`src/rtl/rr_dff_arbiter.sv`:
```
// Round-robin arbiter feeding one shared W-bit register from N requesters.
// Latency: req seen at edge t -> gnt during t..t+1 -> out loaded at edge t+1; max one write per 2 cycles.
// Backpressure: a requester holds req/din until it sees its gnt bit; losers simply keep requesting.
//
// Ports:
//   clk        rising-edge clock
//   reset      synchronous reset, active-high; overrides everything, including a grant in flight
//   req        req[i]=1: requester i wants to write the shared register
//   din        requester i word at din[i*W +: W]
//   gnt        one-hot grant, high for exactly the GRANT cycle
//   busy       high while the arbiter is in GRANT
//   out        shared register contents; changes only on the GRANT-exit edge
//   out_valid  0 after reset, 1 once the first write has completed
//   last_id    index of the most recent writer
module rr_dff_arbiter #(
  parameter  int N  = 4,
  parameter  int W  = 8,
  localparam int IW = $clog2(N)
) (
  input  logic            clk,
  input  logic            reset,
  input  logic [N-1:0]    req,
  input  logic [N*W-1:0]  din,
  output logic [N-1:0]    gnt,
  output logic            busy,
  output logic [W-1:0]    out,
  output logic            out_valid,
  output logic [IW-1:0]   last_id
);

  typedef enum logic {
    ST_IDLE  = 1'b0,
    ST_GRANT = 1'b1
  } state_t;

  // Registered state
  state_t          state_q,     state_d;
  logic [IW-1:0]   ptr_q,       ptr_d;       // highest-priority index for the next search
  logic [IW-1:0]   sel_q,       sel_d;       // requester holding the current grant
  logic [N-1:0]    gnt_q,       gnt_d;
  logic            busy_q,      busy_d;
  logic [W-1:0]    out_q,       out_d;
  logic            out_valid_q, out_valid_d;
  logic [IW-1:0]   last_id_q,   last_id_d;

  // Arbitration result
  logic            win_found;
  logic [IW-1:0]   win_idx;
  logic [IW-1:0]   cand;

  // Unpacked view of the requester words
  logic [W-1:0]    din_word [N];

  always_comb begin
    for (int i = 0; i < N; i++) begin
      din_word[i] = din[i*W +: W];
    end
  end

  // Rotating search: start at ptr_q and walk upward modulo N, taking the
  // first requester found. Because ptr moves to sel+1 after every grant,
  // the most recent winner always ends up last in line.
  always_comb begin
    win_found = 1'b0;
    win_idx   = ptr_q;
    cand      = ptr_q;
    for (int i = 0; i < N; i++) begin
      cand = IW'((int'(ptr_q) + i) % N);
      if (!win_found && req[cand]) begin
        win_found = 1'b1;
        win_idx   = cand;
      end
    end
  end

  // Next-state and output logic
  always_comb begin
    state_d     = state_q;
    ptr_d       = ptr_q;
    sel_d       = sel_q;
    gnt_d       = '0;
    busy_d      = 1'b0;
    out_d       = out_q;
    out_valid_d = out_valid_q;
    last_id_d   = last_id_q;

    case (state_q)
      ST_IDLE: begin
        if (win_found) begin
          state_d          = ST_GRANT;
          gnt_d[win_idx]   = 1'b1;
          busy_d           = 1'b1;
          sel_d            = win_idx;
        end
      end

      ST_GRANT: begin
        // The grant is a commitment: the write happens even if the owner has
        // already dropped req. din is taken on this edge, not at grant time.
        out_d       = din_word[sel_q];
        last_id_d   = sel_q;
        out_valid_d = 1'b1;
        ptr_d       = (sel_q == IW'(N - 1)) ? '0 : sel_q + IW'(1);
        state_d     = ST_IDLE;
      end

      default: begin
        state_d = ST_IDLE;
      end
    endcase
  end

  always_ff @(posedge clk) begin
    if (reset) begin
      state_q     <= ST_IDLE;
      ptr_q       <= '0;
      sel_q       <= '0;
      gnt_q       <= '0;
      busy_q      <= 1'b0;
      out_q       <= '0;
      out_valid_q <= 1'b0;
      last_id_q   <= '0;
    end else begin
      state_q     <= state_d;
      ptr_q       <= ptr_d;
      sel_q       <= sel_d;
      gnt_q       <= gnt_d;
      busy_q      <= busy_d;
      out_q       <= out_d;
      out_valid_q <= out_valid_d;
      last_id_q   <= last_id_d;
    end
  end

  assign gnt       = gnt_q;
  assign busy      = busy_q;
  assign out       = out_q;
  assign out_valid = out_valid_q;
  assign last_id   = last_id_q;

endmodule

```
`config.mk`:
```
export PLATFORM = sky130hd
export DESIGN_NAME = rr_dff_arbiter
export DESIGN_NICKNAME = d
export VERILOG_FILES = /design/src/rtl/rr_dff_arbiter.sv
export SDC_FILE = /design/constraint.sdc
export NUM_CORES = 1
export LEC_CHECK = 0
export CAP_MARGIN = 10
export CORE_MARGIN = 2
export CORE_UTILIZATION = 34
export DETAILED_ROUTE_END_ITERATION = 8
export GPL_TIMING_DRIVEN = 0
export PLACE_DENSITY = 0.74
export SKIP_CTS_REPAIR_TIMING = 1
export SLEW_MARGIN = 20
export SYNTH_ARGS = -nofsm -noshare
export SYNTH_HDL_FRONTEND = slang
export SYNTH_SLANG_ARGS = --single-unit
```
`constraint.sdc`:
```
create_clock -name clk -period 1.4 [get_ports clk]
set_input_delay 0.14 -clock clk [delete_from_list [all_inputs] [get_ports clk]]
set_output_delay 0.14 -clock clk [all_outputs]
set_load 0.005 [all_outputs]
```
Word level (Yosys, flattened, before mapping)
Cells that the tools add are included.

storage, ports and cells
  bits in registers = 21
  output and inout port bits = 16
  logic and storage cells = 56

operators by class
  add/subtract/negate cells = 4
  magnitude comparators = 7
  equality and inequality tests = 1
  muxes and demuxes = 23
  bitwise logic cells = 3
  reductions and logical operators = 10

operators by type and width
  cell                                                                                 number
  8-bit binary-select mux with 2-bit select                                            1
  8-bit two-way mux                                                                    2
  2-bit by 3-bit less-than comparator with 1-bit output, second input constant         5
  1-bit two-way mux                                                                    10
  1-bit binary-select mux with 2-bit select                                            4
  2-bit two-way mux                                                                    4
  2-bit by 1-bit adder with 2-bit output, second input constant                        2
  2-bit adder, second input constant                                                   2
  1-bit logical AND                                                                    4
  3-bit greater-or-equal comparator, second input constant                             1
  1-bit zero test                                                                      3
  2-bit inverter with 3-bit output                                                     1
  3-bit OR reduction                                                                   1
  1-bit demux with 2-bit select                                                        1
  2-bit == test, second input constant                                                 1
  2-bit by 1-bit greater-or-equal comparator with 1-bit output, second input constant  1
  1-bit inverter                                                                       2
  1-bit case mux with 2 select lines                                                   1
  2-bit AND reduction                                                                  1
  2-bit OR reduction                                                                   1

Longest topological paths before layout
  word-level depth = 16
  depth in mapped cells = 4
  gate-level depth less buffers = 4

Worst setup path after synthesis
Ideal clock, no wire load.

  path type = register to register
  start = register sel_q[0]
  end = register out_q[4], in the netlist out[4]
  setup time = 0.128 ns
  arrival time = 1.179 ns
  data required time = 1.272 ns
  slack = 0.093 ns
  stages on the path, launching flop included = 5
  path buffers = 1
  cells stage by stage = dfxtp_1 buf_6 mux4_2 mux2i_1 nor2_1

between the ends
  word-level cells in the longest chain between the ends = 4

RTL lines
  item                                                    RTL line  text
  from (decl)                                             39        logic [IW-1:0] sel_q, sel_d;
  from (signal assigned)                                  126       sel_q <= sel_d;
  2-bit inverter with 3-bit output (not written as such)  100       out_d = din_word[sel_q];
  8-bit binary-select mux with 2-bit select               100
  8-bit two-way mux (not written as such) (2 in series)   100
  to (signal assigned)                                    129       out_q <= out_d;
  to (decl)                                               42        logic [W-1:0] out_q, out_d;

Every way passes these cells. The select of a mux whose other input is x is not followed.
A chain may end at the register's enable or synchronous reset.

Final worst setup path
  start = register sel_q[0]
  end = register out_q[6], in the netlist out[6]

The elaborated chain is that of the path after synthesis.

==> results_dict.tcl <==
set metrics [dict create \
    seq_area_um2 404 \
    setup_viol 0 \
    fin_nets 189 \
    grt_pass1_vias 946 \
    final_cell_area_um2 1630 \
    path_cells "buf_12, mux4_2, mux2i_1, nor2_1" \
    cts-root-buf "clkbuf_4" \
    dieWidth_um 58.0 \
    drt_iter0_drc 10 \
    start_util_pct 35.9 \
    die_h_um 58.0 \
    dp_hpwl_um 1910 \
    intPower_uw 1060 \
    ys.flop_type "dfxtp_1" \
    placed_cells 174 \
    drv_slew 0 \
    wl_per_cell_um 13.7 \
    clock_path_buffers 2 \
    power_density_nw_per_um2 868 \
    nFillCells 239 \
    synth_compound_area_share_pct 7.70 \
    comb_power_share_pct 30.9 \
    tns_ns 0 \
    routed_via_density 5.02 \
    top_usage_layer "met2" \
    clk_pin_slew_ns 0.12 \
    grtUsageMet2_pct 26.8 \
    tightest_slew_ns 0.446 \
    min_period_ns 1.36 \
    grt_max_degree 12 \
    portBuffers 52 \
    arrival_ns 1.54 \
    synth_common_cells "dfxtp_1 (20), nor2_1 (20), mux2i_1 (12)" \
    area_delta_synth_final_pct 64.3 \
    synth_edf_count 0 \
    drv_cap 0 \
    hold_path_startpoint "reset" \
    ant_nets 0 \
    r2r_start "sel_q[0]" \
    yosys.area.top_type "dfxtp_1" \
    crit_fanout 5 \
    core_um2 2760 \
    synth_mux_area_share_pct 30.7 \
    period_share_pct 96.9 \
    diodes 0 \
    synth_xor_area_share_pct 0 \
    ys_types 25 \
    clockPowerShare_pct 23.5 \
    postPlaceCellArea_um2 1550 \
    htreeDepth 1 \
    synth.area.top_cells "dfxtp_1 (40%), mux4_2 (16%), mux2i_1 (12%), nor2_1 (7.6%), mux4_1 (2.7%)" \
    yosys_warnings 0 \
    syn_area_um2 991 \
    total_power_uw 1410 \
    fmax_mhz 737 \
    crit_path_end_kind "register" \
    rows 19 \
    drive_gt1_share_pct 14.1 \
    grt_usage_pct 15.8 \
    worstPathRequired_ns 1.58 \
    skew_ns 0.00554 \
    routed_wl_um 2460 \
    p_sw_uw 352 \
    critPathKind "register to register" \
    drc_errors 0 \
    yosysSeqAreaShare_pct 40.4 \
    synthAdderAreaFrac_pct 1.26 \
    syn-num-nets 130 \
    worstHoldPathType "input port to register" \
    met3_usage_pct 4.24 \
    min_to "out[3]" \
    worstReg2RegEnd "out[6]" \
    grt.met1_usage_pct 19.6 \
    cts_buffers 3 \
    clk_latency_ns 0.29 \
    max-vdd-ir-drop_uv 515 \
    finalHoldViolCount 0 \
    instances_no_fill 180 \
    crit_slowest_cell "mux4_2" \
    whs_path_depth 2 \
    ys_ff_latch 20 \
    leakage_uw 0.000622 \
    p_seq_share_pct 45.6 \
    grt_overflow 0 \
    switching_share_pct 24.9 \
    io_pins 54 \
    cts.sinks 20 \
    setup.worst_path.start_class "register" \
    grt_pass1_wl_um 4070 \
    cts_tree "yes" \
    globalplace.congestion 0.705 \
    slew_headroom_pct 70.3 \
    run_status "completed" \
    netlist.area_leader.share_pct 40.4 \
    cpPeakStageDelay_ns 0.48 \
    syn_inst 91 \
    r2r_cells 4 \
    vias 903 \
    antenna_found_initial 0 \
    multi_input_area_um2 551 \
    r2r_slack_ns 0.04 \
    synth_top_family_by_area "multiplexers" \
    startpoint "sel_q[0]" \
    dieArea_um2 3360 \
    syn-mean-instance-area_um2 10.9 \
    async_reset_ff_share_pct 0 \
    dr.pass1.iters 4 \
    yosys.area_share.simple_pct 16.3 \
    rsz0062_at_grt "true" \
]
## stage by stage
step / hold WS [ns] / util [%] / worst slack (ns)
6_report: 0.226 / 59.0 / 0.0436
5_1_grt: 0.256 / 59.0 / -0.0471
4_1_cts: 0.219 / 57.5 / -0.0950
3_5_place_dp: 0.479 / 56.2 / -0.102
3_3_place_gp: 0.451 / 56.2 / -0.0568
2_1_floorplan: 0.424 / - / 0.0933
## placed cells by master, fill, tap and decap left out
master / count
a21o_1: 2
nand2_1: 1
a211o_1: 1
dfxtp_1: 19
or2_1: 1
mux2i_1: 12
ha_1: 1
nor4_2: 2
mux4_2: 8
buf_4: 2
clkbuf_16: 1
clkbuf_1: 2
or2b_1: 1
buf_12: 1
clkbuf_4: 3
o21a_1: 1
o21ai_1: 1
clkbuf_8: 1
o21ai_0: 3
nand4_1: 1
nor2_1: 20
nor2b_1: 2
dfxtp_4: 1
clkdlybuf4s50_1: 52
buf_2: 2
a21oi_1: 2
and3_1: 1
a211oi_1: 2
nand2b_1: 3
## per-layer routing
layer | up-vias | wire length, µm
li1 | 444 | -
met1 | 417 | 1030
met2 | 40 | 1190
met3 | 2 | 216
met4 | 0 | 19
met5 | - | 0
## area by class of cell
type / count / share of cell area [%]
well taps: 31 / 2.38
plain buffers: 6 / 2.77
multi-input cells: 65 / 33.8
repair buffers: 54 / 34.0
flip-flops and latches: 20 / 24.8
clock buffers: 4 / 2.23
## worst max-delay path: cells and delay by family (launching register included)
family | cells | cell delay (ns)
DFF | 1 | 0.41
buffers and inverters | 1 | 0.13
muxes | 2 | 0.65
and+or+nand+nor | 1 | 0.06
## sequential cells by signal, indices dropped and copies added (netlist names)
signal / count
state_q: 1
ptr_q: 2
out_valid: 1
out: 8
gnt: 4
last_id: 2
sel_q: 2
## power groups by stage
| stage | Sequential (µW) | Combinational (µW) | Clock, µW |
|---|---|---|---|
| after global placement | 653 | 407 | 0 |
| after detailed placement | 655 | 415 | 0 |
| after global routing | 651 | 478 | 360 |
| after CTS | 642 | 417 | 333 |
| final | 644 | 436 | 332 |
| after floorplan | 653 | 207 | 0 |
## cell families (layout without fill, tap and decap cells)
family,Yosys count,count (layout)
multiplexers,20,20
AO/OA/AOI/OAI,12,12
flip-flops,20,20
adder cells (fa/ha/maj),1,1
AND/OR/NAND/NOR,32,32
buffers and inverters,6,64
## worst max path at each step
stage                     endpoint  slack, ns  cells past startpoint
after detailed placement    out[6]      -0.10                      4
after global routing        out[6]      -0.05                      4
final                       out[6]       0.04                      4
after CTS                   out[6]      -0.09                      4
after global placement      gnt[3]      -0.06                      5
after floorplan             out[4]       0.09                      4
Power figures use the tool's default switching activity.
